$ cat config.mk
export PLATFORM = sky130hd
export DESIGN_NAME = sb_rx_fifo
export DESIGN_NICKNAME = d
export VERILOG_FILES = /design/src/rtl/sb_rx_pkg.sv /design/src/rtl/sb_lfsr16.sv /design/src/rtl/sb_rx_fifo.sv
export SDC_FILE = /design/constraint.sdc
export NUM_CORES = 1
export LEC_CHECK = 0
export CAP_MARGIN = 20
export CORE_AREA = 5 5 359 361
export CTS_CLUSTER_DIAMETER = 30
export CTS_CLUSTER_SIZE = 10
export DETAILED_ROUTE_END_ITERATION = 16
export DIE_AREA = 0 0 364 366
export DONT_BUFFER_PORTS = 1
export GPL_ROUTABILITY_DRIVEN = 0
export PLACE_DENSITY = 0.71
export RECOVER_POWER = 50
export SETUP_SLACK_MARGIN = 0.5
export SLEW_MARGIN = 20
export SYNTH_ARGS = -nofsm -noshare
export SYNTH_HDL_FRONTEND = slang
export SYNTH_SLANG_ARGS = --single-unit
$ cat constraint.sdc
create_clock -name clk -period 45.6 [get_ports clk]
set_input_delay 2.28 -clock clk [delete_from_list [all_inputs] [get_ports clk]]
set_output_delay 2.28 -clock clk [all_outputs]
set_load 0.02 [all_outputs]
$ cat src/rtl/sb_rx_pkg.sv
// Shared types and constants for the switchboard receive endpoint.
package sb_rx_pkg;

  typedef enum logic [1:0] {
    MODE_ALWAYS    = 2'd0,
    MODE_ALTERNATE = 2'd1,
    MODE_RANDOM    = 2'd2
  } mode_e;

  typedef enum logic [0:0] {
    StIdle,
    StPresent
  } pace_state_e;

  localparam logic [15:0] LFSR_SEED = 16'hACE1;
  // Taps 16,14,13,11 of a right-shifting Fibonacci LFSR land on bits 0,2,3,5.
  localparam logic [15:0] LFSR_TAPS = 16'h002D;

  function automatic logic [15:0] lfsr_next(input logic [15:0] s);
    return {^(s & LFSR_TAPS), s[15:1]};
  endfunction

endpackage

$ cat src/rtl/sb_lfsr16.sv
// 16-bit Fibonacci LFSR, free-running from a fixed seed; pacing source for sb_rx_fifo.
module sb_lfsr16
  import sb_rx_pkg::*;
(
  input  logic        clk,
  input  logic        rst,
  output logic [15:0] out
);

  logic [15:0] lfsr_q;

  always_ff @(posedge clk or posedge rst) begin
    if (rst) begin
      lfsr_q <= LFSR_SEED;
    end else begin
      lfsr_q <= lfsr_next(lfsr_q);
    end
  end

  assign out = lfsr_q;

endmodule

$ cat src/rtl/sb_rx_fifo.sv
// Switchboard receive endpoint: elastic FIFO with mode-paced output valid and packet counter.
// Optional SB_RX_FRAME_CHECK_EN adds a sticky frame_err for dest changes inside a packet.
module sb_rx_fifo
  import sb_rx_pkg::*;
#(
  parameter int unsigned DW                 = 416,
  parameter int unsigned DEPTH              = 4,
  parameter logic [1:0]  VALID_MODE_DEFAULT = 2'd0
) (
  input  logic          clk,
  input  logic          rst,
  input  logic [DW-1:0] in_data,
  input  logic [31:0]   in_dest,
  input  logic          in_last,
  input  logic          in_valid,
  output logic          in_ready,
  output logic [DW-1:0] data,
  output logic [31:0]   dest,
  output logic          last,
  output logic          valid,
  input  logic          ready,
  input  logic          mode_wr,
  input  logic [1:0]    mode_in,
  output logic [31:0]   pkt_count
`ifdef SB_RX_FRAME_CHECK_EN
  ,
  output logic          frame_err
`endif
);

  localparam int unsigned AW = $clog2(DEPTH);

  logic [DW-1:0] mem_data [DEPTH];
  logic [31:0]   mem_dest [DEPTH];
  logic          mem_last [DEPTH];

  logic [AW:0]   wr_ptr_q, wr_ptr_d, rd_ptr_q, rd_ptr_d, count_d;
  logic          full, push, pop;
  logic [1:0]    mode_q, mode_d;
  logic [31:0]   pkt_count_q;
  logic [15:0]   lfsr, lfsr_nxt;
  logic          gate_next, back_to_back;
  pace_state_e   state_q, state_d;

  sb_lfsr16 u_lfsr (
    .clk (clk),
    .rst (rst),
    .out (lfsr)
  );

  assign full     = (wr_ptr_q[AW] != rd_ptr_q[AW]) && (wr_ptr_q[AW-1:0] == rd_ptr_q[AW-1:0]);
  assign in_ready = !full && !rst;
  assign push     = in_valid && in_ready;
  assign valid    = (state_q == StPresent);
  assign pop      = valid && ready;

  assign wr_ptr_d = wr_ptr_q + {{AW{1'b0}}, push};
  assign rd_ptr_d = rd_ptr_q + {{AW{1'b0}}, pop};
  assign count_d  = wr_ptr_d - rd_ptr_d;
  assign mode_d   = mode_wr ? mode_in : mode_q;
  assign lfsr_nxt = lfsr_next(lfsr);

  assign data = mem_data[rd_ptr_q[AW-1:0]];
  assign dest = mem_dest[rd_ptr_q[AW-1:0]];
  assign last = mem_last[rd_ptr_q[AW-1:0]];

  always_ff @(posedge clk) begin
    if (push) begin
      mem_data[wr_ptr_q[AW-1:0]] <= in_data;
      mem_dest[wr_ptr_q[AW-1:0]] <= in_dest;
      mem_last[wr_ptr_q[AW-1:0]] <= in_last;
    end
  end

  // The FSM decides next-cycle valid from next-cycle occupancy and gate, so a word
  // pushed at one edge can be presented in the very next cycle.
  always_comb begin
    gate_next = 1'b1;
    case (mode_d)
      MODE_ALTERNATE: gate_next = !pop;
      MODE_RANDOM:    gate_next = lfsr_nxt[0];
      default:        gate_next = 1'b1;
    endcase
    back_to_back = (mode_d != MODE_ALTERNATE) && (mode_d != MODE_RANDOM);

    state_d = state_q;
    unique case (state_q)
      StIdle: begin
        if ((count_d != '0) && gate_next) state_d = StPresent;
      end
      StPresent: begin
        if (pop) state_d = ((count_d != '0) && back_to_back) ? StPresent : StIdle;
      end
      default: state_d = StIdle;
    endcase
  end

  always_ff @(posedge clk or posedge rst) begin
    if (rst) begin
      wr_ptr_q    <= '0;
      rd_ptr_q    <= '0;
      mode_q      <= VALID_MODE_DEFAULT;
      state_q     <= StIdle;
      pkt_count_q <= '0;
    end else begin
      wr_ptr_q <= wr_ptr_d;
      rd_ptr_q <= rd_ptr_d;
      mode_q   <= mode_d;
      state_q  <= state_d;
      if (pop && last) pkt_count_q <= pkt_count_q + 32'd1;
    end
  end

  assign pkt_count = pkt_count_q;

`ifdef SB_RX_FRAME_CHECK_EN
  logic        in_pkt_q;
  logic [31:0] first_dest_q;
  logic        frame_err_q;

  always_ff @(posedge clk or posedge rst) begin
    if (rst) begin
      in_pkt_q     <= 1'b0;
      first_dest_q <= '0;
      frame_err_q  <= 1'b0;
    end else if (push) begin
      if (in_pkt_q && (in_dest != first_dest_q)) frame_err_q <= 1'b1;
      if (!in_pkt_q) first_dest_q <= in_dest;
      in_pkt_q <= !in_last;
    end
  end

  assign frame_err = frame_err_q;
`endif

endmodule

**After elaboration in Yosys (flattened, before gate mapping)**

Memory sizes are Yosys's and may differ from the RTL's.
Index checks and enable logic that the tools add are counted.

- Memory bits (writable): 1796
- Input port bits: 456
- Memory bits (read-only): 0
- Latch bits: 0
- Output and inout port bits: 483
- Word-level logic and storage cells: 41
- Memories kept: 3
- Register bits after elaboration: 57

- Bitwise operators: 1
- Add/sub/neg operators: 4
- Equal/unequal tests: 6
- Shift operators: 0
- Reductions and logical operators: 13
- Multiply operators: 0
- Muxes and demuxes: 8
- $lt $le $gt $ge: 0
- Div/mod/pow operators: 0

Memory list:

| name | depth | bits a word | rd ports | clocked after Yosys merged registers in | wr ports | RTL line | source |
|---|---|---|---|---|---|---|---|
| mem_data | 4 | 416 | 1 | 0 | 1 | sb_rx_fifo.sv:33 | `logic [DW-1:0] mem_data [DEPTH];` |
| mem_dest | 4 | 32 | 1 | 0 | 1 | sb_rx_fifo.sv:34 | `logic [31:0] mem_dest [DEPTH];` |
| mem_last | 4 | 1 | 1 | 0 | 1 | sb_rx_fifo.sv:35 | `logic mem_last [DEPTH];` |

Operator list:

| operator | number |
|---|---|
| $add 32x1->32 const B | 1 |
| $reduce_xor 16->1 | 1 |
| $logic_and 1x1->1 | 8 |
| $add 3x1->3 | 2 |
| $mux 1 | 5 |
| $pmux 1 s2 | 2 |
| $logic_not 1->1 | 3 |
| $reduce_bool 3->1 | 1 |
| $sub 3x3->3 | 1 |
| $eq 2x1->1 const B | 1 |
| $eq 2x2->1 | 1 |
| $eq 2x2->1 const B | 1 |
| $mux 2 | 1 |
| $ne 2x1->1 const B | 1 |
| $ne 2x2->1 const B | 1 |
| $ne 1x1->1 | 1 |
| $not 1->1 | 1 |

**Logic depth before layout (Yosys ltp)**

- Word-level depth: 12
- Gate-level depth with buffers: 11

**Modules after synthesis**

Synthesis repeated with hierarchy kept, for this count alone.

- Cells, all modules: 2545
- Area, all modules: 66986.7 sq um

By module, submodules not included:

| module | cells an instance | times used | area each (sq um) | seq. area each (sq um) |
|---|---|---|---|---|
| sb_rx_fifo | 2525 | 1 | 66546.3 | 54957.7 |
| sb_lfsr16 | 20 | 1 | 440.4 | 410.4 |

**Least setup slack after synthesis**

No wires, ideal clock.

- Path type: input -> register
- Start: input rst
- End: memory mem_data[0][0] (enable)
- Arrival: 35299 ps
- Cell stages on the path: 3
- Data required time: 43696 ps
- Slack: 8397 ps
- Path buffers: 0
- Cells stage by stage: a31oi_1 and2_1 nor3b_1

- Word-level cells in the longest chain between the ends: 5

RTL lines:

| item | RTL line | source |
|---|---|---|
| start, declared | sb_rx_fifo.sv:11 | `input logic rst,` |
| $logic_not 1->1 (no source line) | - |  |
| $logic_and 1x1->1 | sb_rx_fifo.sv:52 | `assign in_ready = !full && !rst;` |
| $logic_and 1x1->1 | sb_rx_fifo.sv:53 | `assign push = in_valid && in_ready;` |
| $mux 1 | sb_rx_fifo.sv:68 | `if (push) begin` |
| $mux 1 (not written as such) | sb_rx_fifo.sv:69 | `mem_data[wr_ptr_q[AW-1:0]] <= in_data;` |
| end, declared | sb_rx_fifo.sv:33 |  |

No other way between the ends.

**Worst setup path after layout**

- Start: register rd_ptr_q[0]
- End: output data[214]

- Word-level cells in the longest chain between the ends: 1

RTL lines:

| item | RTL line | source |
|---|---|---|
| start, declared | sb_rx_fifo.sv:37 | `logic [AW:0] wr_ptr_q, wr_ptr_d, rd_ptr_q, rd_ptr_d, count_d;` |
| start signal, assigned | sb_rx_fifo.sv:107 | `rd_ptr_q <= rd_ptr_d;` |
| $mem_v2 4x416 | - |  |
| end, declared | sb_rx_fifo.sv:17 | `output logic [DW-1:0] data,` |

No other way between the ends.

==> impl_table.tex <==
\begin{tabular}{lr}
\hline
Metric & Value \\
\hline
\multicolumn{2}{l}{\textbf{Clock network}} \\
Post-CTS clock slew at the launch and capture registers of the worst setup and hold paths & 50 ps \\
Post-CTS Resized & 0 \\
Root cell of the clock tree & sky130\_fd\_sc\_hd\_\_clkbuf\_16 \\
TritonCTS clock tree & yes \\
Num CTS Buffers & 334 \\
Clock sink count & 1853 \\
Number of H-tree levels & 5 \\
Deepest clock path buffer count & 4 \\
Hold Buf Count CTS & 0 \\
Setup fix buffers added after clock tree synthesis & 0 \\
Clock latency reported for the late side of the worst-skew pair & 900 ps \\
\multicolumn{2}{l}{\textbf{Run status}} \\
Result of the run & finished, violations left \\
Violations in the final reports & capacitance limit, slew limit \\
\multicolumn{2}{l}{\textbf{Yosys}} \\
Cell type contributing the most total cell area after synthesis & sky130\_fd\_sc\_hd\_\_edfxtp\_1 \\
Distinct cell type count of the synthesized netlist & 31 \\
Synth Cell Area & 66900 um2 \\
Async set-reset flop share out of synthesis & 0.0308 \\
Share of synthesized area occupied by flip-flops and latches & 0.828 \\
Top area cells in the synthesized netlist & sky130\_fd\_sc\_hd\_\_edfxtp\_1, sky130\_fd\_sc\_hd\_\_mux4\_2, sky130\_fd\_sc\_hd\_\_dfrtp\_1 \\
FF+latch count, synth & 1853 \\
Most common library cells after synthesis & sky130\_fd\_sc\_hd\_\_edfxtp\_1, sky130\_fd\_sc\_hd\_\_mux4\_2, sky130\_fd\_sc\_hd\_\_dfrtp\_1 \\
Most used standard cell by instance count after synthesis & sky130\_fd\_sc\_hd\_\_edfxtp\_1 \\
Count of warnings emitted by yosys & 0 \\
Number of flops mapped to enable cells by yosys & 1796 \\
Area fraction of the dominant cell type after synthesis & 0.806 \\
Net count after synthesis & 3008 \\
Count of mapped cells out of synthesis & 2543 \\
Dominant register cell in the synthesized netlist & sky130\_fd\_sc\_hd\_\_edfxtp\_1 \\
Post-synthesis average cell area & 26.3 um2 \\
\multicolumn{2}{l}{\textbf{GRT}} \\
Number of antenna violations at the first check in global routing & 3 \\
Global Route Usage Sum & 0.243 \\
Via count of the first global-routing pass & 31700 \\
GRT Residual Overflow & 0 \\
Pin count of the biggest net entering global routing & 160 \\
First-pass GRT wire length & 230000 um \\
\multicolumn{2}{l}{\textbf{Power}} \\
PwrDens & 73.9 nW/um2 \\
Sequential cell fraction of total power & 0.369 \\
Clock share of power & 0.407 \\
Logic gate share of total power & 0.223 \\
Sw Ratio & 0.301 \\
Total Power Consumption & 5890 uW \\
Internal Power & 4120 uW \\
Net switching power of the design & 1780 uW \\
Leak & 0.0257 uW \\
Largest vdd supply drop & 0.0623 mV \\
\multicolumn{2}{l}{\textbf{Worst hold path}} \\
Hold Path Class & reg2reg \\
Hold wc startpoint & u\_lfsr.out[9] \\
\multicolumn{2}{l}{\textbf{Floorplan}} \\
Die area & 133000 um2 \\
Width of the chip & 364 um \\
Top-Level Pins & 939 \\
Initial cell density of the core & 0.535 \\
Std-Cell Core Area & 125000 um2 \\
Cell row count & 130 \\
Height of the die & 366 um \\
\multicolumn{2}{l}{\textbf{Timing}} \\
Fin Clk Skew & 60.1 ps \\
Tcrit/Tclk final & 0.223 \\
Minimum clock period after layout & 10170 ps \\
Final number of hold-violating endpoints & 0 \\
Sum of negative setup slack & 0 ps \\
Slew at the pin closest to its max-slew limit & 4370 ps \\
Maximum frequency from static timing analysis & 98.3 MHz \\
Fin. max-slew vios & 333 \\
Setup repair after global routing missed its margin & false \\
Final setup fails & 0 \\
Relative slew slack & -1.91 \\
Worst setup margin & 35430 ps \\
\multicolumn{2}{l}{\textbf{Critical path}} \\
Worst setup path startpoint & rd\_ptr\_q[0] \\
CP Class & reg2out \\
Maximum fanout encountered on the critical timing path & 109 \\
Origin of the critical flop-to-flop path & rd\_ptr\_q[0] \\
Required time reported for the critical path endpoint & 43320 ps \\
Arrival @ worst endpoint & 7890 ps \\
Kind of end point of the critical path & primary output \\
Setup slack of the worst register-to-register path & 35800 ps \\
Setup crit start kind & flop \\
\multicolumn{2}{l}{\textbf{Finish}} \\
Nets & 3273 \\
Synthesis-to-finish area growth & 19.2\% \\
Register area & 55400 um2 \\
Fraction of final layout cells sized beyond drive strength 1 & 0.325 \\
Final cell count without fillers & 4708 \\
Area occupied by multi-input gates & 11000 um2 \\
Fillers & 7520 \\
\multicolumn{2}{l}{\textbf{Routing}} \\
Total via count after detailed routing & 28800 \\
First-iteration detailed-routing DRC count & 2810 \\
Post-route ant nets & 0 \\
Number of search-and-repair iterations in the first detailed-routing pass & 8 \\
Wire length per cell & 34.2 um \\
Detailed-route DRC error count & 0 \\
Vias per std cell & 6.12 \\
Overall routed net length & 161000 um \\
\multicolumn{2}{l}{\textbf{Job}} \\
Max-cap violations & 6 \\
\multicolumn{2}{l}{\textbf{Placement}} \\
Port bufs & 0 \\
Cell total after placement & 4122 \\
Post-Place Worst Slack & 38510 ps \\
Final HPWL DP & 90600 um \\
\hline
\end{tabular}
[sequential cells by signal, indices dropped and copies added, names as in the netlist]
name and count:
u_lfsr.out 16, pkt_count 32, rd_ptr_q 3, mem_data 1664, wr_ptr_q 3, valid 1, mem_last 4, mem_dest 128
mode_q 2
[power by group through the flow]
stage	Clock [uW]	Sequential, uW	Combinational, uW
6_report	2400	2180	1320
3_3_place_gp	0	2180	1310
4_1_cts	2440	2180	1340
3_5_place_dp	0	2200	1310
5_1_grt	2530	2190	1370
2_1_floorplan	0	2310	1040
[metrics by stage]
step	hold WS (ps)	area, um2	util
floorplan	331	66900	-
global placement	339	68900	0.551
detailed placement	338	68900	0.551
CTS	352	79800	0.638
global route	362	79800	0.638
finish	353	79800	0.638
[path summary, 6_finish.rpt]
| path | endpoint | cells after the start |
|---|---|---|
| worst max-delay path | data[214] | 4 |
| worst min-delay path | u_lfsr.out[8] | 0 |
| worst max register to register | mem_data[0][182] | 8 |
| worst min register to register | u_lfsr.out[8] | 0 |
| max in group asynchronous | rd_ptr_q[1] | 2 |
| min in group asynchronous | pkt_count[5] | 2 |
[kinds of logic after synthesis]
logic type / Yosys count / share of synthesized area
AND/OR/NAND/NOR: 71 / 0.00604
flip-flops: 1853 / 0.828
adder cells (fa/ha/maj): 9 / 0.00168
multiplexers: 453 / 0.152
buffers and inverters: 109 / 0.00705
AO/OA/AOI/OAI: 7 / 0.000748
XOR/XNOR: 41 / 0.00537
[worst max-delay path, cell delays in order, from the launching register on]
cell and delay (ps):
sky130_fd_sc_hd__dfrtp_1 1820, sky130_fd_sc_hd__clkbuf_1 2680, sky130_fd_sc_hd__buf_4 820, sky130_fd_sc_hd__buf_12 670, sky130_fd_sc_hd__mux4_2 730
[per-layer routing]
metal | wire (um) | global-route usage
met5 | 52 | 0
met4 | 9750 | 0.134
met3 | 18900 | 0.116
met2 | 83400 | 0.406
met1 | 49200 | 0.251
[cell usage in the layout, fill, tap and decap left out, types with 4 or more instances in the layout]
cell type / instances
sky130_fd_sc_hd__clkbuf_16: 336
sky130_fd_sc_hd__clkbuf_1: 34
sky130_fd_sc_hd__xor2_1: 9
sky130_fd_sc_hd__edfxtp_1: 1796
sky130_fd_sc_hd__dfrtp_1: 48
sky130_fd_sc_hd__nor2_1: 7
sky130_fd_sc_hd__inv_1: 7
sky130_fd_sc_hd__nand3_1: 18
sky130_fd_sc_hd__buf_12: 9
sky130_fd_sc_hd__clkinv_4: 25
sky130_fd_sc_hd__nor3_1: 4
sky130_fd_sc_hd__inv_6: 22
sky130_fd_sc_hd__nand4_1: 7
sky130_fd_sc_hd__clkinv_1: 44
sky130_fd_sc_hd__mux2i_1: 5
sky130_fd_sc_hd__nand2_1: 16
sky130_fd_sc_hd__buf_4: 18
sky130_fd_sc_hd__ha_1: 9
sky130_fd_sc_hd__and4_1: 4
sky130_fd_sc_hd__xnor2_1: 32
sky130_fd_sc_hd__bufinv_16: 42
sky130_fd_sc_hd__clkinvlp_4: 30
sky130_fd_sc_hd__and3_1: 8
sky130_fd_sc_hd__dfstp_2: 7
sky130_fd_sc_hd__clkinv_2: 50
sky130_fd_sc_hd__mux4_2: 448
[final cells by class]
class	count	share of cell area
Antenna cell	1	0.0000314
Tap cell	1650	0.0259
Inverter	7	0.000329
Timing Repair Buffer	31	0.00424
Clock buffer	368	0.107
Clock inverter	217	0.0299
Sequential cell	1853	0.694
Multi-Input combinational cell	581	0.138
No activity file was read; power rests on OpenSTA's default activity.
